**src/rtl/tp_pkg.sv**
```systemverilog
// Shared types and helpers for the translate_predict_multi physical-PC predictor.
// Entry fields are sized for ASID_W <= 16 and MASK_W <= 16 (mask covers VA[27:12]).
package tp_pkg;

  localparam logic [31:0] RESET_PC = 32'h1fc0_0000;
  localparam int          ASID_MAX = 16;

  typedef struct packed {
    logic                valid;
    logic [ASID_MAX-1:0] asid;
    logic [15:0]         vpn;
    logic [15:0]         mask;
    logic [19:0]         ppn;
  } tp_entry_t;

  // Masked VA bits pass straight through; unmasked bits come from the translation.
  function automatic logic [31:0] tp_merge(input logic [19:0] ppn,
                                           input logic [15:0] mask,
                                           input logic [31:0] va);
    return {ppn[19:16], (ppn[15:0] & ~mask) | (va[27:12] & mask), va[11:0]};
  endfunction

endpackage

```
**src/rtl/tp_cam.sv**
```systemverilog
// Fully associative match over the prediction table; lowest matching index wins.
module tp_cam
  import tp_pkg::*;
#(
  parameter int ENTRIES = 4,
  localparam int IDX_W  = $clog2(ENTRIES)
) (
  input  tp_entry_t           entries [ENTRIES],
  input  logic [ASID_MAX-1:0] asid,
  input  logic [15:0]         vpn,
  output logic                hit,
  output logic [IDX_W-1:0]    idx
);

  // Scan downward so the last assignment is the lowest matching index.
  always_comb begin
    hit = 1'b0;
    idx = '0;
    for (int i = ENTRIES - 1; i >= 0; i--) begin
      if (entries[i].valid && (entries[i].asid == asid) &&
          (((entries[i].vpn ^ vpn) & ~entries[i].mask) == 16'h0)) begin
        hit = 1'b1;
        idx = IDX_W'(i);
      end
    end
  end

endmodule

```
**src/rtl/translate_predict_multi.sv**
```systemverilog
// Zero-latency physical fetch-address predictor with one-cycle misprediction flush.
// Optional hit/flush statistics counters are enabled with TP_STATS_EN.
module translate_predict_multi
  import tp_pkg::*;
#(
  parameter int ENTRIES = 4,
  parameter int MASK_W  = 16,
  parameter int ASID_W  = 8
) (
  input  logic              clk,
  input  logic              rst_n,
  input  logic              stall,
  input  logic              inval,
  input  logic [ASID_W-1:0] asid,
  input  logic [31:0]       vPC,
  input  logic [MASK_W-1:0] pageMask,
  input  logic [31:0]       pPCin,
  output logic [31:0]       pPCOut,
  output logic              flush
`ifdef TP_STATS_EN
  ,
  output logic [31:0]       hitCount,
  output logic [31:0]       flushCount
`endif
);

  localparam int IDX_W = $clog2(ENTRIES);

  tp_entry_t           entries_q [ENTRIES];
  logic [IDX_W-1:0]    rr_ptr;
  logic [31:0]         ppc_last;
  logic [15:0]         mask_last;
  logic [ASID_MAX-1:0] asid_q;
  logic [15:0]         vpn_q;
  logic [31:0]         pred_q;
  logic                hit_q;
  logic [IDX_W-1:0]    idx_q;

  logic [ASID_MAX-1:0] asid_x;
  logic                hit;
  logic [IDX_W-1:0]    hit_idx;
  logic [31:0]         pred;
  tp_entry_t           wr_entry;
  logic [IDX_W-1:0]    wr_idx;

  assign asid_x = ASID_MAX'(asid);

  tp_cam #(.ENTRIES(ENTRIES)) u_cam (
    .entries (entries_q),
    .asid    (asid_x),
    .vpn     (vPC[27:12]),
    .hit     (hit),
    .idx     (hit_idx)
  );

  assign pred   = hit ? tp_merge(entries_q[hit_idx].ppn, entries_q[hit_idx].mask, vPC)
                      : tp_merge(ppc_last[31:12], mask_last, vPC);
  assign flush  = (ppc_last != pred_q);
  assign pPCOut = flush ? ppc_last : pred;

  // A wrong hit is corrected in place; only a wrong miss consumes the victim slot.
  always_comb begin
    wr_entry       = '0;
    wr_entry.valid = 1'b1;
    wr_entry.asid  = asid_q;
    wr_entry.vpn   = vpn_q;
    wr_entry.mask  = mask_last;
    wr_entry.ppn   = ppc_last[31:12];
    wr_idx         = hit_q ? idx_q : rr_ptr;
  end

  always_ff @(posedge clk or negedge rst_n) begin
    if (!rst_n) begin
      for (int i = 0; i < ENTRIES; i++) entries_q[i] <= '0;
      rr_ptr <= '0;
    end else if (inval) begin
      for (int i = 0; i < ENTRIES; i++) entries_q[i].valid <= 1'b0;
    end else if (!stall && flush) begin
      entries_q[wr_idx] <= wr_entry;
      if (!hit_q) rr_ptr <= rr_ptr + 1'b1;
    end
  end

  always_ff @(posedge clk or negedge rst_n) begin
    if (!rst_n) begin
      ppc_last  <= RESET_PC;
      mask_last <= '1;
      asid_q    <= '0;
      vpn_q     <= '0;
      pred_q    <= RESET_PC;
      hit_q     <= 1'b0;
      idx_q     <= '0;
    end else if (!stall) begin
      ppc_last  <= pPCin;
      mask_last <= 16'(pageMask);
      asid_q    <= asid_x;
      vpn_q     <= vPC[27:12];
      pred_q    <= pred;
      hit_q     <= hit;
      idx_q     <= hit_idx;
    end
  end

`ifdef TP_STATS_EN
  logic [31:0] hit_cnt;
  logic [31:0] flush_cnt;

  always_ff @(posedge clk or negedge rst_n) begin
    if (!rst_n) begin
      hit_cnt   <= '0;
      flush_cnt <= '0;
    end else if (!stall) begin
      if (hit && (hit_cnt != '1))     hit_cnt   <= hit_cnt + 32'd1;
      if (flush && (flush_cnt != '1)) flush_cnt <= flush_cnt + 32'd1;
    end
  end

  assign hitCount   = hit_cnt;
  assign flushCount = flush_cnt;
`endif

endmodule

```
**config.mk**
```make
export PLATFORM = sky130hd
export DESIGN_NAME = translate_predict_multi
export DESIGN_NICKNAME = d
export VERILOG_FILES = /design/src/rtl/tp_pkg.sv /design/src/rtl/tp_cam.sv /design/src/rtl/translate_predict_multi.sv
export SDC_FILE = /design/constraint.sdc
export NUM_CORES = 1
export LEC_CHECK = 0
export ABC_CLOCK_PERIOD_IN_PS = 6200
export BUFFER_PORTS_ARGS = -buffer_cell sky130_fd_sc_hd__buf_4
export CORE_MARGIN = 2
export CORE_UTILIZATION = 25
export CTS_BUF_LIST = sky130_fd_sc_hd__clkbuf_8
export CTS_CLUSTER_SIZE = 10
export DETAILED_ROUTE_END_ITERATION = 10
export SYNTH_ARGS = -nofsm -noshare
export SYNTH_HDL_FRONTEND = slang
export SYNTH_SLANG_ARGS = --single-unit
```
**constraint.sdc**
```tcl
create_clock -name clk -period 6.2 [get_ports clk]
set_input_delay 0.62 -clock clk [delete_from_list [all_inputs] [get_ports clk]]
set_output_delay 0.62 -clock clk [all_outputs]
set_load 0.02 [all_outputs]
```
; ---- After elaboration in Yosys (flattened, before gate mapping)
; Cells that the tools add are included.
[totals]
reg_bits = 385
inputBits = 92
out_inout_bits = 33
wordCells = 101
[op_classes]
addsub = 1
magnitude_cmp = 3
n_eq_ne = 5
n_mux = 22
bitwise_logic = 24
n_reduce_logical = 18
[ops]
columns = cell, n
row1 = bitwise mux 276 bit, 1
row2 = 2-to-1 mux 276 bit, 1
row3 = binary-select mux 69 bit (select 2 bit), 1
row4 = demux 69 bit (select 2 bit), 1
row5 = bitwise AND 16 bit, 8
row6 = NOT 16 bit, 6
row7 = 2-to-1 mux 36 bit, 2
row8 = 2-to-1 mux 69 bit, 1
row9 = equality test 16 x 8 -> 1 bit, 4
row10 = zero test 16 bit, 4
row11 = 2-to-1 mux 32 bit, 2
row12 = bitwise XOR 16 bit, 4
row13 = != test 32 bit, 1
row14 = OR 16 bit, 2
row15 = logical AND 1 bit, 10
row16 = 2-to-1 mux 2 bit, 5
row17 = 2-to-1 mux 1 bit, 8
row18 = >= comparator 3 bit (second input constant), 2
row19 = NOT 2 -> 3 bit, 2
row20 = < comparator 3 x 1 -> 1 bit (second input constant), 1
row21 = AND reduction 3 bit, 1
row22 = adder 2 x 1 -> 2 bit (second input constant), 1
row23 = NOT 1 bit, 2
row24 = AND reduction 2 bit, 1
row25 = 2 further kinds, 2

; ---- Logic depth before layout (Yosys ltp)
; Gate-level depths: netlist of the first run.
[logic_depth]
word_depth = 17
ltp_mapped = 11

; ---- By module
; From an unflattened synthesis of the first run, not the netlist that was laid out.
[unflattened]
cells_unflattened = 1235
area_unflattened_um2 = 17410.4
[by_module_without_submodules]
columns = module, n_inst, cells_each, area_per_inst_um2, seq_area_each_um2
row1 = translate_predict_multi, 1, 993, 15632.5, 8871.0
row2 = tp_cam, 1, 242, 1778.0, 0.0

; ---- Worst setup path before layout of the first run
; Ideal clock, no wire load.
[synth_path]
path_type = input -> output
start = input asid[0]
end = output pPCOut[28]
t_arrival_ns = 2.897
required_time_ns = 5.580
path_slack_ns = 2.683
stages = 10
cell_sequence = clkbuf_1 -> xnor2_1 -> nand4_1 -> nor4_1 -> and4b_1 -> clkbuf_1 -> clkbuf_1 -> a311oi_1 -> or3_1 -> a31oi_1
[synth_via]
elab_chain_len = 13
word_cells_on_any_way = 26
classes_between = eq/ne: 4 / mux: 13 / bitwise: 1 / reduce/logical: 8
[synth_rtl]
columns = item, line_no
row1 = start: declaration, translate_predict_multi.sv:14  ; input logic [ASID_W-1:0] asid,
row2 = equality test 16 x 8 -> 1 bit, tp_cam.sv:20  ; if (entries[i].valid && (entries[i].asid == asid) &&
row3 = logical AND 1 bit (2 in series), tp_cam.sv:20
row4 = 2-to-1 mux 2 bit (4 in series), tp_cam.sv:20
row5 = NOT 2 -> 3 bit (not written as such), translate_predict_multi.sv:56  ; assign pred = hit ? tp_merge(entries_q[hit_idx].ppn, entries_q[hit_idx].mask, vPC)
row6 = binary-select mux 69 bit (select 2 bit), translate_predict_multi.sv:56
row7 = 2-to-1 mux 36 bit (2 in series), n/a
row8 = 2-to-1 mux 32 bit *, translate_predict_multi.sv:56
row9 = 2-to-1 mux 32 bit *, translate_predict_multi.sv:59  ; assign pPCOut = flush ? ppc_last : pred;
row10 = end: declaration, translate_predict_multi.sv:18  ; output logic [31:0] pPCOut,
; Every way passes the cells marked *; elsewhere a longest branch is shown, timed or not. The select of a mux whose other input is x is not followed.

; ---- Final worst setup path of the first run
[layout_path]
start = register entries_q[120] in the netlist's numbering
end = output pPCOut[16]
[layout_via]
elab_chain_len = 16
word_cells_on_any_way = 20
classes_between = mux: 11 / bitwise: 7 / reduce/logical: 2
[layout_rtl]
columns = item, line_no
row1 = start: declaration, translate_predict_multi.sv:29  ; tp_entry_t entries_q [ENTRIES];
row2 = start signal: indexed assignment, translate_predict_multi.sv:79  ; entries_q[wr_idx] <= wr_entry;
row3 = bitwise XOR 16 bit *, tp_cam.sv:21  ; (((entries[i].vpn ^ vpn) & ~entries[i].mask) == 16'h0)) begin
row4 = bitwise AND 16 bit *, tp_cam.sv:21
row5 = zero test 16 bit *, tp_cam.sv:21
row6 = logical AND 1 bit *, tp_cam.sv:20
row7 = 2-to-1 mux 2 bit (3 in series), tp_cam.sv:20
row8 = NOT 2 -> 3 bit (not written as such), translate_predict_multi.sv:56
row9 = binary-select mux 69 bit (select 2 bit), translate_predict_multi.sv:56
row10 = 2-to-1 mux 36 bit (not written as such) (2 in series), translate_predict_multi.sv:56
row11 = NOT 16 bit, tp_pkg.sv:20  ; return {ppn[19:16], (ppn[15:0] & ~mask) | (va[27:12] & mask), va[11:0]};
row12 = bitwise AND 16 bit, tp_pkg.sv:20
row13 = OR 16 bit, tp_pkg.sv:20
row14 = 2-to-1 mux 32 bit *, translate_predict_multi.sv:56
row15 = 2-to-1 mux 32 bit *, translate_predict_multi.sv:59
; Marked as above.

==> results of run 1 <==
-- layer usage --
metal	part of all wire	GRT usage
met3	0.051	0.0292
met4	0.035	0.0574
met2	0.48	0.232
met5	0.00024	0
met1	0.44	0.186
-- cell usage in the layout (no fill, tap or decap), types with 2 or more instances in the layout --
cell type and n:
a222oi_1 16, o311a_1 4, inv_1 45, buf_4 134
nor3_1 2, xnor2_1 93, o2bb2ai_1 16, bufinv_16 2
dfrtp_1 323, buf_12 3, nand2_1 32, nor2_1 37
nor2_2 2, nand3_1 26, nand3b_1 2, o211ai_1 4
mux2_2 385, nor4_1 26, o21ai_0 21, clkinv_2 7
mux2i_1 36, clkbuf_8 65, a311oi_1 4, or3_1 5
nand4_1 9, o31ai_1 18, o22a_1 3, nand3_2 3
dfstp_2 30, xor2_1 38, a31oi_1 3, o31ai_2 3
or4_1 3, o22ai_1 40, nand2b_1 2, clkinvlp_4 2
a211oi_1 16
-- area by class of cell --
type / instances / area, um^2
diodes: 1 / 2.50
clock buffers: 65 / 895
clock inverters: 45 / 243
fillers: 7019 / 48400
inverters: 13 / 48.8
multi-input cells: 868 / 7880
flip-flops and latches: 353 / 8870
well taps: 931 / 1160
repair buffers: 139 / 1090
-- kinds of logic (layout without fill, tap and decap cells) --
group | Yosys count | after routing | share of synthesized area
muxes | 421 | 421 | 0.271
DFF | 353 | 353 | 0.512
and+or+nand+nor | 162 | 162 | 0.0484
AOI/OAI and AO/OA | 154 | 154 | 0.0663
xor gates and xnor gates | 131 | 131 | 0.0662
buffers and inverters | 121 | 262 | 0.0366
other | 0 | 1 | 0
-- per-stage QoR --
step | cell area, um^2 | cells | total power [W]
after detailed placement | 19100 | 2304 | 0.00649
after global routing | 20200 | 2415 | 0.00896
final | 20200 | 2415 | 0.00847
after CTS | 20200 | 2414 | 0.00854
after global placement | 19100 | 2304 | 0.00639
after floorplan | 17300 | 1342 | 0.00563
-- final timing paths --
| kind | end | slack, ps | cells past startpoint | startpoint |
|---|---|---|---|---|
| worst max-delay path | pPCOut[16] | 1200 | 9 | entries_q[120] |
| worst min-delay path | entries_q[147] | -20 | 1 | rst_n |
| worst max register to register | entries_q[185] | 1960 | 8 | ppc_last[25] |
| worst min register to register | pred_q[26] | 480 | 2 | pred_q[26] |
| max in group asynchronous | vpn_q[13] | 4720 | 2 | rst_n |
| min in group clk | ppc_last[17] | 190 | 2 | pPCin[17] |
-- power groups by stage --
stage,Sequential (W),Clock (W),Combinational (W)
after floorplan,0.00370,0,0.00193
after global placement,0.00396,0,0.00243
after detailed placement,0.00401,0,0.00248
after CTS,0.00397,0.00207,0.00250
after global routing,0.00409,0.00218,0.00269
final,0.00398,0.00201,0.00248
-- worst max-delay path: stages (launching register included) --
cell,delay [ps]
dfrtp_1,390
xnor2_1,310
o22ai_1,150
or4_1,720
nor3_4,500
buf_4,370
a211oi_1,130
a222oi_1,760
o2bb2ai_1,180
buf_4,200
-- state kept, by name, indices dropped and copies added, names as in the netlist, 2 cells and up --
register   cells
pred_q        32
ppc_last      32
asid_q         8
vpn_q         16
rr_ptr         2
idx_q          2
entries_q    244
mask_last     16
==> run summary, run 1 <==
Status: complete, but fails checks
Violated checks: negative hold slack
Dpl hpwl: 35,100 um
Vias/cell: 4.75
Rows: 96
Initial Util: 0.253
Post-CTS setup buffer count: 0
Leak: 8.34 nW
P_sw: 0.00280 W
Unrepaired setup endpoints after global routing: no
Area growth syn-to-layout: 16.5%
Period utilisation layout: 0.806
First-pass GRT wire length: 77,200 um
Clock Tree Buf Depth: 3
Post-cts repair resize count: 0
Detailed Route Iter0 Violations: 752
Drt drc: 0
Clock Skew: 20.8 ps
Clock sinks: 353
Vias in the first global route: 12,100
Post-Route Utilization: 0.294
Antenna violations before repair: 3
Area contributors post-synth: dfrtp_1 47%, mux2_2 25%, xnor2_1 4.7%, dfstp_2 4.5%, mux2i_1 2.1%
Worst-Margin Slew: 1200 ps
Hold slack final: -23.5 ps
WP data arrival: 4380 ps
IO Count: 125
Synth top area share: 0.466
Syn Inst Count: 1,342
Comb power frac: 0.293
Setup ws final: 1200 ps
Ys Warns: 0
Switching share of power: 0.330
Top cells by count, synth: 385 x mux2_2, 323 x dfrtp_1, 93 x xnor2_1
CTS tree: built
I/O Buffers: 120
Root Buffer: clkbuf_8
ANT nets after route: 0
FFs w/ async S/R, synth: 1.00
Fin crit period: 5000 ps
Total wire length: 50,800 um
Die area: 71,500 um^2
Chip height: 267 um
Worst-path maximum fanout: 12
Via count: 11,500
Seq/Total Area, Yosys: 0.512
Mean Syn Cell Area: 12.9 um^2
Fmax: 0.200 GHz
# H-tree levels: 2
Worst Setup End Kind: output port
Hold buffers post-CTS: 0
DR pass1 iterations: 5
Cell accounting for the most synthesized area: dfrtp_1
Fin Setup TNS: 0 ps
Avg WL per Cell: 21.0 um
Critical Path RT: 5580 ps
Setup slack after placement: 1510 ps
Num CTS Buffers: 58
Type of origin of the critical path: flop
Tot GR Track Use: 0.143
Hold Path Class: in -> async
Part of the power in registers: 0.470
Max cap viols: 0
Top-count cell post-synth: mux2_2
Post-layout net count: 1,525
Top FF cell, synth: dfrtp_1
Syn Nets: 1,434
Peak VDD IR: 170 uV
Synth cell types: 53
Fin. Hold Viols: 6
Reg clk slew, reported paths: 60 ps
Post-synth EDFFs: 0
Largest net degree at the start of global routing: 139
Pint: 0.00567 W
Total grt overflow: 0
Core ar.: 68,600 um^2
Relative slew slack: 0.199
Gp weighted congestion: 0.843
Clock power frac: 0.237
CP Class: reg -> out
Mapped Area: 17,300 um^2
Synth Register Bits: 353
Fraction of layout cells with a size suffix above 1: 0.436
Width of the die: 267 um
Max-slew violation count: 0
Power Density: 420 nW/um^2
Clock latency on the worst-skew pair: 660 ps
# setup viols final: 0
No activity file was read; power rests on OpenSTA's default activity.
==> run 2: changes to the inputs <==
- ABC_CLOCK_PERIOD_IN_PS: 6200 -> 4600
- clock period: 6.2 -> 4.6 ns (I/O delays scaled with it)
==> run 2 against run 1 <==
  * Clock-buffer cell count grew 16
  * Core utilization rose by 1.0 points
  * Critical endpoint is now pPCOut[15]
  * Sequential share of layout area fell by 1.5 points
  * Clock skew shrank 1.1 ps
  * Wire length up 1.2%
  * Die area stayed put
  * Critical path depth stayed put
  * Cell count increased by 2.4%
  * Largest power group unchanged
  * Register-to-register slack worse by 1000 ps
  * Power grew 39%
  * Non-clock buffer count up 57
  * The run now ends clean
  * Hold slack improved by 58 ps
==> run summary, run 2 (synthesis gave the netlist of run 1 again) <==
Status: complete, no violations
Clock sinks: 353 (unchanged)
Largest net degree at the start of global routing: 99 (-29%)
DR WL met2: 25,000 um (+3.1%)
Vias/cell: 4.74 (about the same)
Fillers: 6,946 (-1.0%)
Fin. Hold Viols: 0 (-6)
Total power: 0.0117 W (+39%)
Num CTS Buffers: 59 (+1.7%)
Unrepaired setup endpoints after global routing: no
Gp weighted congestion: 0.842 (-0.13%)
Max reg flops: 244 (unchanged)
Area of the multi-input gates: 7870 um^2 (about the same)
Rows: 96 (unchanged)
Biggest register: entries_q
Commonest non-fill, non-tap cell in the layout: mux2_2
Total grt overflow: 0 (unchanged)
Design area: 20,900 um^2 (+3.6%)
Area growth syn-to-layout: 20.6%
Fin Setup TNS: 0 ps (unchanged)
Type of origin of the critical path: flop
Max-slew violation count: 0 (unchanged)
Max cap viols: 0 (unchanged)
Slowest stage delay, CP: 730 ps (-30 ps)
Worst-Margin Slew: 1050 ps (-151 ps)
Clock Skew: 19.7 ps (-1.14 ps)
CTS tree: built
Topmost layer with routed signal wires: met5
Met3 Wirelength: 2950 um (+14%)
Leak: 8.65 nW (+3.7%)
Dpl cell area: 19,200 um^2 (+0.85%)
Hold slack final: 34.5 ps (+58.0 ps)
Root Buffer: clkbuf_8
Seq. cell area: 8870 um^2 (unchanged)
Initial Util: 0.253 (unchanged)
Worst Setup End Kind: output port
Fraction of layout cells with a size suffix above 1: 0.436 (about the same)
Clock Tree Buf Depth: 3 (unchanged)
Metal1 wirelength: 22,000 um (-0.77%)
Fmax: 0.225 GHz
Total wire length: 51,400 um (+1.2%)
Width of the die: 267 um (unchanged)
Power Density: 561 nW/um^2 (+34%)
Period utilisation layout: 0.964
Fin crit period: 4440 ps
ANT nets after route: 0 (unchanged)
Critical Path RT: 4140 ps (-1440 ps)
Avg WL per Cell: 20.8 um (-1.2%)
First-pass GRT wire length: 77,600 um (+0.53%)
Antenna violations before repair: 3 (unchanged)
Crit path cell chain: xnor2_1 -> o22ai_1 -> or4_1 -> nor3_4 -> buf_4 -> a211oi_1 -> a222oi_1 -> o2bb2ai_1 -> buf_4
Worst-path maximum fanout: 6 (-6)
Critical path's slowest cell: or4_1
Post-layout net count: 1,583 (+3.8%)
Clock latency on the worst-skew pair: 660 ps (about the same)
Largest regs: entries_q (244), ppc_last (32), pred_q (32)
CP Buf/Inv Count: 2 (unchanged)
CP Class: reg -> out
CP most frequent cell: buf_4
DR pass1 iterations: 5 (unchanged)
Peak VDD IR: 269 uV (+58%)
Most frequent cells in the layout: 385 x mux2_2, 323 x dfrtp_1, 146 x buf_4
CP delay by family, top: simple AND/OR/NAND/NOR gates
# H-tree levels: 2 (unchanged)
Detailed Route Iter0 Violations: 622 (-17%)
Core ar.: 68,600 um^2 (unchanged)
Hold Path Class: in -> reg
I/O Buffers: 120 (unchanged)
Chip height: 267 um (unchanged)
Drt drc: 0 (unchanged)
IO Count: 125 (unchanged)
Die area: 71,500 um^2 (unchanged)
Vias in the first global route: 12,200 (+1.3%)
Dpl hpwl: 35,400 um (+0.75%)
# setup viols final: 0 (unchanged)
Post-Route Utilization: 0.305 (+0.0105)
Relative slew slack: 0.295 (+0.0957)
Via count: 11,700 (+2.3%)
Tot GR Track Use: 0.143 (+0.000306)
Reg clk slew, reported paths: 60 ps (about the same)
WP data arrival: 3980 ps (-400 ps)
[run 2: cell count changes in the layout (fill, tap and decap cells not counted), moves of 4 or more]
cell,delta
dlygate4sd3_1,+41
buf_4,+12
buf_12,+4
clkbuf_8,+16
inv_1,-10
clkinv_2,-4
[run 2: final timing paths]
kind / start / to / slack [ps] / depth (start not counted)
worst max register to register: ppc_last[25] / entries_q[217] / 960 / 8
worst max-delay path: entries_q[114] / pPCOut[15] / 160 / 9
worst min register to register: pred_q[26] / pred_q[26] / 490 / 2
min in group asynchronous: rst_n / ppc_last[19] / 390 / 2
max in group asynchronous: rst_n / entries_q[184] / 3020 / 3
worst min-delay path: pPCin[21] / ppc_last[21] / 30 / 2
[run 2: metrics by stage]
stage / worst slack, ps / std cells
6_report: 164 / 2472
5_1_grt: 25.9 / 2470
4_1_cts: 39.6 / 2470
3_5_place_dp: 462 / 2320
3_3_place_gp: 474 / 2320
2_1_floorplan: 1400 / 1342
[run 2: worst register-to-register path, delay by kind of cell, from the launching register on]
family	cells	cell delay (ps)
xor+xnor	1	440
buf+inv	1	350
mux	1	310
simple gates	5	1800
flops	1	630
[run 2: power by group]
group          total (W)  leakage, nW  switching [W]  internal [W]
Sequential       0.00537         4.19        0.00105       0.00432
Clock            0.00299        0.745        0.00133       0.00166
Combinational    0.00339         3.71        0.00143       0.00196
Total             0.0117         8.65        0.00380       0.00794
[run 2: what timing repair did]
item / in CTS / in global routing
setup buffers: 0 / 0
resized for setup: 0 / 1
endpoints found under the hold margin: 113 / 0
setup endpoints to repair: 0 / 8
hold buffers: 41 / 0
[run 2: layer usage]
| layer | vias up | track usage |
|---|---|---|
| li1 | 5201 | - |
| met1 | 6098 | 0.186 |
| met2 | 330 | 0.240 |
| met3 | 94 | 0.0245 |
| met4 | 2 | 0.0495 |
| met5 | - | 0 |
[run 2: layout make-up]
type / count / area share
antenna: 2 / 0.000239
clock buffer: 81 / 0.0533
clock inverter: 28 / 0.00772
inverter: 13 / 0.00233
multi-input combinational: 868 / 0.377
sequential: 353 / 0.424
tap: 931 / 0.0557
timing repair buffer: 196 / 0.0800
==> run 3: changes to the inputs <==
- MAX_ROUTING_LAYER: default -> met4
==> run 3 against run 2 <==
  * First-iteration DRC count rose by 5.3%
  * Flip-flop and latch count stayed put
  * Via count down 0.68%
  * Non-clock buffer count unchanged
  * Register-to-register slack better by 30 ps
  * Clock skew up 1.8 ps
  * Final area is the same
  * Cell count stayed put
  * Critical path depth up 1
  * Global-route usage increased by 0.41 points
==> run summary, run 3 (synthesis gave the netlist of run 1 again) <==
Biggest register: entries_q
Total grt overflow: 0 (unchanged)
Part of the power in registers: 0.457 (about the same)
CTS tree: built
Clock Tree Buf Depth: 3 (unchanged)
Period utilisation layout: 0.963 (-0.00122)
Clock sinks: 353 (unchanged)
P_sw: 0.00379 W (-0.26%)
Inst Count DP: 2,320 (unchanged)
Fillers: 6,948 (+0.029%)
Clock latency on the worst-skew pair: 660 ps (about the same)
Hold Path Stages: 2 (unchanged)
Final non-filler cell total: 2,472 (unchanged)
Rows: 96 (unchanged)
CP Class: reg -> out
Worst Setup End Kind: output port
Fin Setup TNS: 0 ps (unchanged)
Worst-Margin Slew: 1060 ps (+12.9 ps)
# setup viols final: 0 (unchanged)
Unrepaired setup endpoints after global routing: no
CP Buf/Inv Count: 3 (+1)
Slowest stage delay, CP: 560 ps (-170 ps)
Reg clk slew, reported paths: 60 ps (about the same)
Worst-path maximum fanout: 20 (+14)
Power Density: 561 nW/um^2 (about the same)
Max cap viols: 0 (unchanged)
Crit path cell chain: xnor2_1 -> o22ai_1 -> or4_4 -> nor4_4 -> buf_4 -> buf_4 -> nand3_1 -> a222oi_1 -> o2bb2ai_1 -> buf_4
Vias in the first global route: 12,200 (+0.19%)
Clock Skew: 21.5 ps (+1.79 ps)
Total wire length: 51,300 um (-0.24%)
Design area: 20,900 um^2 (unchanged)
Largest regs: entries_q (244), ppc_last (32), pred_q (32)
Clock power frac: 0.254 (about the same)
# H-tree levels: 2 (unchanged)
Most frequent cells in the layout: 385 x mux2_2, 323 x dfrtp_1, 146 x buf_4
Critical path's slowest cell: or4_4
Critical Path RT: 4140 ps (about the same)
Relative slew slack: 0.286 (-0.00870)
Fraction of layout cells with a size suffix above 1: 0.436 (unchanged)
Post-CTS setup buffer count: 0 (unchanged)
Status: complete, no violations
Post-Route Utilization: 0.305 (unchanged)
I/O Buffers: 120 (unchanged)
Hold Path Class: in -> reg
Detailed Route Iter0 Violations: 655 (+5.3%)
Post-layout net count: 1,583 (unchanged)
First-pass GRT wire length: 77,500 um (about the same)
Type of origin of the critical path: flop
Dpl cell area: 19,200 um^2 (unchanged)
WP data arrival: 3970 ps (about the same)
Die area: 71,500 um^2 (unchanged)
Initial Util: 0.253 (unchanged)
Fin crit period: 4430 ps (-5.63 ps)
IO Count: 125 (unchanged)
Chip height: 267 um (unchanged)
Dpl hpwl: 35,400 um (unchanged)
Leak: 8.65 nW (unchanged)
Via count: 11,600 (-0.68%)
Peak VDD IR: 269 uV (about the same)
CP Depth: 10 (+1)
Switching share of power: 0.323 (-0.000580)
Max-slew violation count: 0 (unchanged)
CP most frequent cell: buf_4
Hold slack final: 35.7 ps (+1.24 ps)
CP delay by family, top: simple AND/OR/NAND/NOR gates
Vias/cell: 4.71 (-0.68%)
Width of the die: 267 um (unchanged)
Avg WL per Cell: 20.7 um (-0.24%)
Root Buffer: clkbuf_8
Core ar.: 68,600 um^2 (unchanged)
Tot GR Track Use: 0.147 (+0.00410)
Max reg flops: 244 (unchanged)
Num CTS Buffers: 59 (unchanged)
Fin. Hold Viols: 0 (unchanged)
DR pass1 iterations: 5 (unchanged)
R2r worst-path depth: 8 (unchanged)
Fmax: 0.226 GHz (+0.13%)
Commonest non-fill, non-tap cell in the layout: mux2_2
Largest net degree at the start of global routing: 99 (unchanged)
ANT nets after route: 0 (unchanged)
Drt drc: 0 (unchanged)
Comb power frac: 0.288 (about the same)
Antenna violations before repair: 3 (unchanged)
Area growth syn-to-layout: 20.6% (unchanged)
Pint: 0.00794 W (about the same)
Gp weighted congestion: 0.855 (+1.6%)
[run 3: through the flow]
step | setup slack (ps) | total power (W)
after global routing | 31.4 | 0.0124
after floorplan | 1400 | 0.00759
after CTS | 39.6 | 0.0118
after global placement | 474 | 0.00861
after detailed placement | 462 | 0.00876
final | 170 | 0.0117
[run 3: path summary, 6_finish.rpt]
check	start	end	slack [ps]
worst max-delay path	entries_q[43]	pPCOut[18]	170
worst min-delay path	pPCin[21]	ppc_last[21]	40
worst max register to register	ppc_last[25]	entries_q[219]	990
worst min register to register	pred_q[26]	pred_q[26]	490
max in group asynchronous	rst_n	entries_q[184]	3000
min in group asynchronous	rst_n	ppc_last[19]	390
[run 3: power by group through the flow]
stage                     combinational, W  sequential [W]  clock [W]
after global routing               0.00365         0.00551    0.00319
after detailed placement           0.00336         0.00540          0
after CTS                          0.00341         0.00535    0.00307
after global placement             0.00327         0.00534          0
final                              0.00338         0.00536    0.00298
after floorplan                    0.00261         0.00498          0
[run 3: repair_timing]
action                                  CTS  global route
hold buffers                             41             0
gates resized for setup                   0             1
endpoints found under the hold margin   113             0
endpoints found under the setup margin    0             8
[run 3: cell type report]
type | instances | area, um^2 | share of cell area
flip-flops and latches | 353 | 8870 | 0.424
multi-input cells | 868 | 7870 | 0.377
repair buffers | 196 | 1670 | 0.0800
inverters | 13 | 48.8 | 0.00233
well taps | 931 | 1160 | 0.0557
diodes | 2 | 5.00 | 0.000239
clock inverters | 28 | 161 | 0.00772
clock buffers | 81 | 1110 | 0.0533
[run 3: routing by layer]
metal	wire length (um)	vias to the layer above	share of wire	global-route usage
li1	-	5207	-	-
met1	22500	6039	0.44	0.187
met2	24900	304	0.49	0.241
met3	2440	95	0.048	0.0223
met4	1380	0	0.027	0.0487
met5	0	-	0	-
